`src/rtl/root_calc_arbiter.sv`:
```
// root_calc_arbiter: round-robin front end that shares one RES = (A - 3*B) - TEMP
// datapath among NREQ requesters. At most one operation is in flight at a time.
// Build option ROOT_ARB_SAT_EN: wide signed arithmetic, with negative results
// clamped to zero. When it is undefined, every step wraps modulo 2^DW.
module root_calc_arbiter #(
   parameter int unsigned NREQ     = 4,
   parameter int unsigned DW       = 8,
   parameter int unsigned TEMP_RST = 21,
   localparam int unsigned IW      = $clog2(NREQ)
) (
   input  logic               CLK,
   input  logic               RST,
   input  logic [NREQ-1:0]    REQ_VALID,
   input  logic [NREQ*DW-1:0] REQ_A,
   input  logic [NREQ*DW-1:0] REQ_B,
   output logic [NREQ-1:0]    REQ_READY,
   output logic               RES_VALID,
   input  logic               RES_READY,
   output logic [DW-1:0]      RES_DATA,
   output logic [IW-1:0]      RES_ID,
   input  logic               CFG_WE,
   input  logic [DW-1:0]      CFG_TEMP,
   output logic               BUSY
);

   typedef enum logic [1:0] {
      IDLE = 2'd0,
      CALC = 2'd1,
      OUT  = 2'd2
   } state_t;

   state_t          state_q, state_d;
   logic [IW-1:0]   rr_q, rr_d;
   logic [DW-1:0]   temp_q, temp_d;
   logic [DW-1:0]   a_q, a_d;
   logic [DW-1:0]   b_q, b_d;
   logic [DW-1:0]   tsnap_q, tsnap_d;
   logic [IW-1:0]   id_q, id_d;
   logic [DW-1:0]   res_data_q, res_data_d;
   logic [IW-1:0]   res_id_q, res_id_d;
   logic            res_valid_q, res_valid_d;
   logic            busy_q, busy_d;

   logic            grant_found;
   logic [IW-1:0]   grant_idx;
   logic [IW-1:0]   scan_idx;
   logic [DW-1:0]   calc_res;

   // Pick the first valid requester at or after the round-robin pointer, wrapping.
   always_comb begin
      grant_found = 1'b0;
      grant_idx   = '0;
      scan_idx    = '0;
      for (int unsigned k = 0; k < NREQ; k++) begin
         scan_idx = IW'((32'(rr_q) + k) % NREQ);
         if (!grant_found && REQ_VALID[scan_idx]) begin
            grant_found = 1'b1;
            grant_idx   = scan_idx;
         end
      end
   end

`ifdef ROOT_ARB_SAT_EN
   localparam int unsigned XW = DW + 3;
   logic [XW-1:0] wide;

   // Signed wide result; the sign bit selects the clamp to zero.
   always_comb begin
      wide     = XW'(a_q) - (XW'(b_q) << 1) - XW'(b_q) - XW'(tsnap_q);
      calc_res = wide[XW-1] ? '0 : wide[DW-1:0];
   end
`else
   logic [DW-1:0] b3;

   // Modulo 2^DW at every step: 3*B wraps before the subtractions.
   always_comb begin
      b3       = (b_q << 1) + b_q;
      calc_res = a_q - b3 - tsnap_q;
   end
`endif

   // Grant strobe is combinational and only offered in IDLE.
   always_comb begin
      REQ_READY = '0;
      if (!RST && state_q == IDLE && grant_found) begin
         REQ_READY[grant_idx] = 1'b1;
      end
   end

   // Next-state and register-update logic.
   always_comb begin
      state_d     = state_q;
      rr_d        = rr_q;
      temp_d      = temp_q;
      a_d         = a_q;
      b_d         = b_q;
      tsnap_d     = tsnap_q;
      id_d        = id_q;
      res_data_d  = res_data_q;
      res_id_d    = res_id_q;
      res_valid_d = res_valid_q;

      if (CFG_WE) begin
         temp_d = CFG_TEMP;
      end

      case (state_q)
         IDLE: begin
            if (grant_found) begin
               a_d     = REQ_A[32'(grant_idx) * DW +: DW];
               b_d     = REQ_B[32'(grant_idx) * DW +: DW];
               tsnap_d = temp_q;
               id_d    = grant_idx;
               state_d = CALC;
            end
         end
         CALC: begin
            res_data_d  = calc_res;
            res_id_d    = id_q;
            res_valid_d = 1'b1;
            state_d     = OUT;
         end
         OUT: begin
            if (RES_READY) begin
               res_valid_d = 1'b0;
               rr_d        = IW'((32'(id_q) + 32'd1) % NREQ);
               state_d     = IDLE;
            end
         end
         default: begin
            state_d = IDLE;
         end
      endcase

      busy_d = (state_d != IDLE);
   end

   // State and datapath registers; reset drops any in-flight operation.
   always_ff @(posedge CLK) begin
      if (RST) begin
         state_q     <= IDLE;
         rr_q        <= '0;
         temp_q      <= DW'(TEMP_RST);
         a_q         <= '0;
         b_q         <= '0;
         tsnap_q     <= '0;
         id_q        <= '0;
         res_data_q  <= '0;
         res_id_q    <= '0;
         res_valid_q <= 1'b0;
         busy_q      <= 1'b0;
      end else begin
         state_q     <= state_d;
         rr_q        <= rr_d;
         temp_q      <= temp_d;
         a_q         <= a_d;
         b_q         <= b_d;
         tsnap_q     <= tsnap_d;
         id_q        <= id_d;
         res_data_q  <= res_data_d;
         res_id_q    <= res_id_d;
         res_valid_q <= res_valid_d;
         busy_q      <= busy_d;
      end
   end

   assign RES_VALID = res_valid_q;
   assign RES_DATA  = res_data_q;
   assign RES_ID    = res_id_q;
   assign BUSY      = busy_q;

endmodule

```
`config.mk`:
```
export PLATFORM = sky130hd
export DESIGN_NAME = root_calc_arbiter
export DESIGN_NICKNAME = d
export VERILOG_FILES = /design/src/rtl/root_calc_arbiter.sv
export SDC_FILE = /design/constraint.sdc
export NUM_CORES = 1
export LEC_CHECK = 0
export BUFFER_PORTS_ARGS = -buffer_cell sky130_fd_sc_hd__buf_4
export CORE_MARGIN = 3
export CORE_UTILIZATION = 40
export CTS_CLUSTER_DIAMETER = 120
export DETAILED_ROUTE_END_ITERATION = 7
export PLACE_DENSITY_LB_ADDON = 0.12
export SLEW_MARGIN = 20
export SYNTH_ARGS = -nofsm -noshare
export SYNTH_HDL_FRONTEND = slang
export SYNTH_SLANG_ARGS = --single-unit
```
`constraint.sdc`:
```
create_clock -name CLK -period 3 [get_ports CLK]
set_input_delay 0.15 -clock CLK [delete_from_list [all_inputs] [get_ports CLK]]
set_output_delay 0.15 -clock CLK [all_outputs]
set_load 0.05 [all_outputs]
```
* Word level (Yosys, flattened, before mapping)
Cells that the tools add are included.
** Word-level totals
- Bits in registers :: 50
- Logic and storage cells :: 69
- Bits of input ports :: 80
- Output and inout bits :: 16
** Operators by class
- Order comparisons :: 6
- Multiplexer cells :: 24
- Reductions and logical operators :: 16
- Add/sub/neg operators :: 7
- Equality and inequality tests :: 3
- Shifts and indexed selects :: 2
** Operator list (number)
- 32-bit by 6-bit indexed part select with 8-bit output :: 2
- 8-bit subtractor :: 2
- 2-bit by 3-bit < comparator with 1-bit output, second input constant :: 5
- 2-bit two-way mux :: 6
- 1-bit two-way mux :: 10
- 8-bit adder :: 1
- 1-bit binary-select mux with 2-bit select :: 4
- 1-bit logical AND :: 6
- 2-bit one-hot mux with 3 select lines :: 1
- 2-bit AND reduction :: 3
- 2-bit by 1-bit adder with 2-bit output, second input constant :: 2
- 2-bit adder, second input constant :: 2
- 1-bit logical NOT :: 4
- 4-bit two-way mux :: 1
- 2-bit nonzero test :: 2
- 1-bit demux with 2-bit select :: 1
- 2-bit by 1-bit == test with 1-bit output, second input constant :: 1
- 2-bit == test, second input constant :: 1
- 2-bit by 1-bit greater-or-equal comparator with 1-bit output, second input constant :: 1
- 2-bit logical NOT :: 1
- 2-bit != test, second input constant :: 1
- 1-bit one-hot mux with 2 select lines :: 1

* Longest topological paths before layout
- Depth in word-level cells :: 17
- Depth in mapped cells :: 11
- Mapped depth without buffers :: 11

* Least setup slack after synthesis
Ideal clock, no wire load.
- Path kind :: register to register
- From :: register b_q[1]
- To :: register res_data_q[6], in the netlist RES_DATA[6]
- Setup slack :: 321 ps
- Buffers on the path :: 0
- Cell stages (with the launch flop) :: 12
- Arrival time :: 2583 ps
- Path through :: dfxtp_1 -> inv_1 -> fa_1 -> inv_1 -> fa_1 -> inv_1 -> ha_1 -> nor2b_1 -> o21ai_0 -> a21boi_1 -> o21a_1 -> o311ai_1
** On the way
- Longest elaborated chain between the ends :: 3
** RTL lines
- start, declared :: line 36 : logic [DW-1:0] b_q, b_d;
- start signal, assigned :: line 145 : b_q <= '0;
- start signal, assigned :: line 157 : b_q <= b_d;
- 8-bit adder :: line 77 : b3 = (b_q << 1) + b_q;
- 8-bit subtractor (2 in series) :: line 78 : calc_res = a_q - b3 - tsnap_q;
- end signal, assigned :: line 160 : res_data_q <= res_data_d;
- end, declared :: line 39 : logic [DW-1:0] res_data_q, res_data_d;
Every way passes these cells.
A chain may end at the register's enable or synchronous reset.

* Worst setup path in the final report
- From :: register b_q[1]
- To :: register res_data_q[7], in the netlist RES_DATA[7]
Same word-level chain as after synthesis.

==> impl_results.md <==
- Outcome: complete, no violations
- Die Span Y: 97.36 µm
- Post-CTS setup buffer count: 0
- Tightest Hold Check Type: in2reg
- Crit path launch type: flop
- Fmax: 351.6 MHz
- DR pass1 iterations: 4
- Main synth FF type: dfxtp_1
- Post-DP HPWL: 6246 µm
- Max VDD drop: 0.0002591 V
- Layout cells sized above 1: 33.26%
- CP required: 3.24 ns
- Area growth from synthesis to layout: 23.65%
- Setup TNS: 0 ns
- Row cnt: 32
- Mapped cell area: 3338 µm²
- Fin crit share: 94.80%
- Die area: 9478 µm²
- Routed vias: 2910
- Max_slew headroom: 32.13%
- Least-Margin Pin Slew: 1.018 ns
- Mapped Nets: 465
- Layout Skew: 0.006950 ns
- Gate Count Post-Synth: 364
- Synth top area share: 29.99%
- Clock H-tree levels: 2
- FF+latch count, synth: 50
- Post-synth ARST share: 0%
- WL/cell: 15.47 µm
- RR Endpoint: RES_DATA[7]
- Worst-path clk slew: 0.09 ns
- Design area: 4128 µm²
- Pwr dens: 609.1 nW/µm²
- Vias in the first global route: 2812
- Hold Startpoint: CFG_TEMP[2]
- I/O Buffers: 95
- Initial antenna violation count: 0
- Area of the core: 7928 µm²
- Diodes inserted: 0
- CTS tree: built
- Gr usage total: 17.71%
- Starting DRT DRC Count: 112
- Worst setup endpoint: RES_DATA[7]
- Final wirelength: 8413 µm
- Starting Density: 42.11%
- Count leader, synth: dfxtp_1
- Clock sinks: 50
- Largest cells by area after synthesis: dfxtp_1 30%, a221oi_2 11%, fa_1 7.8%
- Worst r2r src: b_q[1]
- Total grt overflow: 0
- CP Launch Point: b_q[1]
- Cts bufs inserted: 5
- Largest net degree at the start of global routing: 44
- Clock Latency Late Sink: 0.31 ns
- Fin crit period: 2.844 ns
- Critical Path AT: 3.08 ns
- Synth warn: 0
- Critical Path Sink Type: flop
- Fin. Hold Viols: 0
- Synth cell count leaders: 50 x dfxtp_1, 33 x inv_1, 28 x nand2_1
- R2r setup slk: 0.16 ns
- # setup viols final: 0
- Nets: 542
- First-pass GRT wire length: 13720 µm
- Routability cong.: 0.8698
- Root buf cell: clkbuf_8
- Critical path class: reg2reg
- R2R cell count: 11
- Fin. max-slew vios: 0
- Pleak: 1.765 nW
- Post-synth EDFFs: 0
- Library cells used by synthesis: 55
- Synth area leader: dfxtp_1
- Post-route ant nets: 0
- Placed instance area: 4016 µm²
- Die Width: 97.36 µm
- Via/cell ratio: 5.349
- Post-route DRC: 0
- CTS max path bufs: 2
- IO Pins: 96
- Synth Area per Inst: 9.171 µm²
- Post-synthesis sequential area ratio: 29.99%
- CP Max Fanout: 4
- Max-cap violations: 0
layout make-up:
cell class	count	area, µm²
fillers	788	3800
repair buffers	97	728.2
clock inverters	1	30.03
clock buffers	7	76.32
flip-flops and latches	50	1001
well taps	102	127.6
multi-input cells	252	2033
inverters	35	131.4
sequential cells by signal, summed over array words and instances, names as in the netlist:
signal,cells
temp_q,8
tsnap_q,8
id_q,2
RES_DATA,8
b_q,8
rr_q,2
BUSY,1
a_q,8
RES_VALID,1
state_q,2
RES_ID,2
worst min path at each step:
stage | endpoint | slack [ns] | cells past startpoint
final | temp_q[2] | 0.06 | 3
after global routing | temp_q[2] | 0.07 | 3
after CTS | temp_q[2] | 0.05 | 3
after detailed placement | temp_q[2] | 0.37 | 3
after global placement | temp_q[2] | 0.37 | 3
after floorplan | temp_q[0] | 0.28 | 2
cell families (layout without fill, tap and decap cells):
kind of cell	Yosys count	count (layout)	synth area share, %
flops	50	50	29.99
fa+ha+maj	21	21	10.79
simple gates	87	87	13.57
xor+xnor	6	6	1.574
mux	9	9	2.699
buf+inv	62	140	9.295
compound gates	129	129	32.08
per-layer routing:
metal / GRT usage (%) / vias to the layer above / share of wire (%)
met5: 0 / - / 0
met4: 4.792 / 0 / 1.2
met3: 3.015 / 8 / 5.3
met2: 30.68 / 79 / 51
met1: 22.77 / 1366 / 43
li1: - / 1457 / -
layout by cell type (no fill, tap or decap), types with 4 or more instances in the layout:
master / Yosys / final
a21boi_1: 10 / 10
nand2_1: 28 / 28
nor2_1: 12 / 12
o21ai_0: 21 / 20
xnor2_1: 6 / 6
nor2b_1: 4 / 4
buf_4: 2 / 97
nand3_1: 5 / 5
a21oi_1: 25 / 25
clkbuf_8: 0 / 5
ha_1: 8 / 8
dfxtp_1: 50 / 50
o21a_1: 5 / 5
and3_1: 16 / 16
fa_1: 13 / 13
o21ai_1: 10 / 11
a21boi_0: 7 / 7
mux2i_1: 9 / 9
a211oi_1: 4 / 4
a31oi_1: 4 / 4
inv_1: 33 / 33
a221oi_2: 25 / 25
power breakdown:
| part | internal [W] | switching [W] | total (W) | leakage, nW |
|---|---|---|---|---|
| clock | 0.000250 | 0.000218 | 0.000467 | 0.0524 |
| sequential | 0.000754 | 0.0000556 | 0.000810 | 0.413 |
| combinational | 0.000524 | 0.000713 | 0.00124 | 1.30 |
| total | 0.00153 | 0.000986 | 0.00251 | 1.77 |
worst max-delay path: stages (launching register included):
cell and delay [ns]:
dfxtp_1 0.34, inv_1 0.08, fa_1 0.54, inv_1 0.05, fa_1 0.49, inv_1 0.04
ha_1 0.32, o21a_1 0.20, o31ai_2 0.09, a21oi_1 0.13, or3_1 0.32, a31oi_1 0.15
stage by stage:
step           util, %  setup slack (ns)  total power, W  hold slack, ns  std cells
6_report         52.07            0.1559        0.002514         0.05660        544
5_1_grt          52.07         -0.003821        0.002704         0.06633        544
4_1_cts          52.00           0.09548        0.002519         0.05105        544
3_5_place_dp     50.66            0.1185        0.002045          0.3731        536
3_3_place_gp     50.66            0.2043        0.002021          0.3665        536
2_1_floorplan        -            0.3213        0.001738          0.2784        364
timing repair:
action	in CTS	in global routing
hold buffers	0	0
endpoints found under the setup margin	0	3
resized for setup	0	2
No activity file was read; power rests on OpenSTA's default activity.
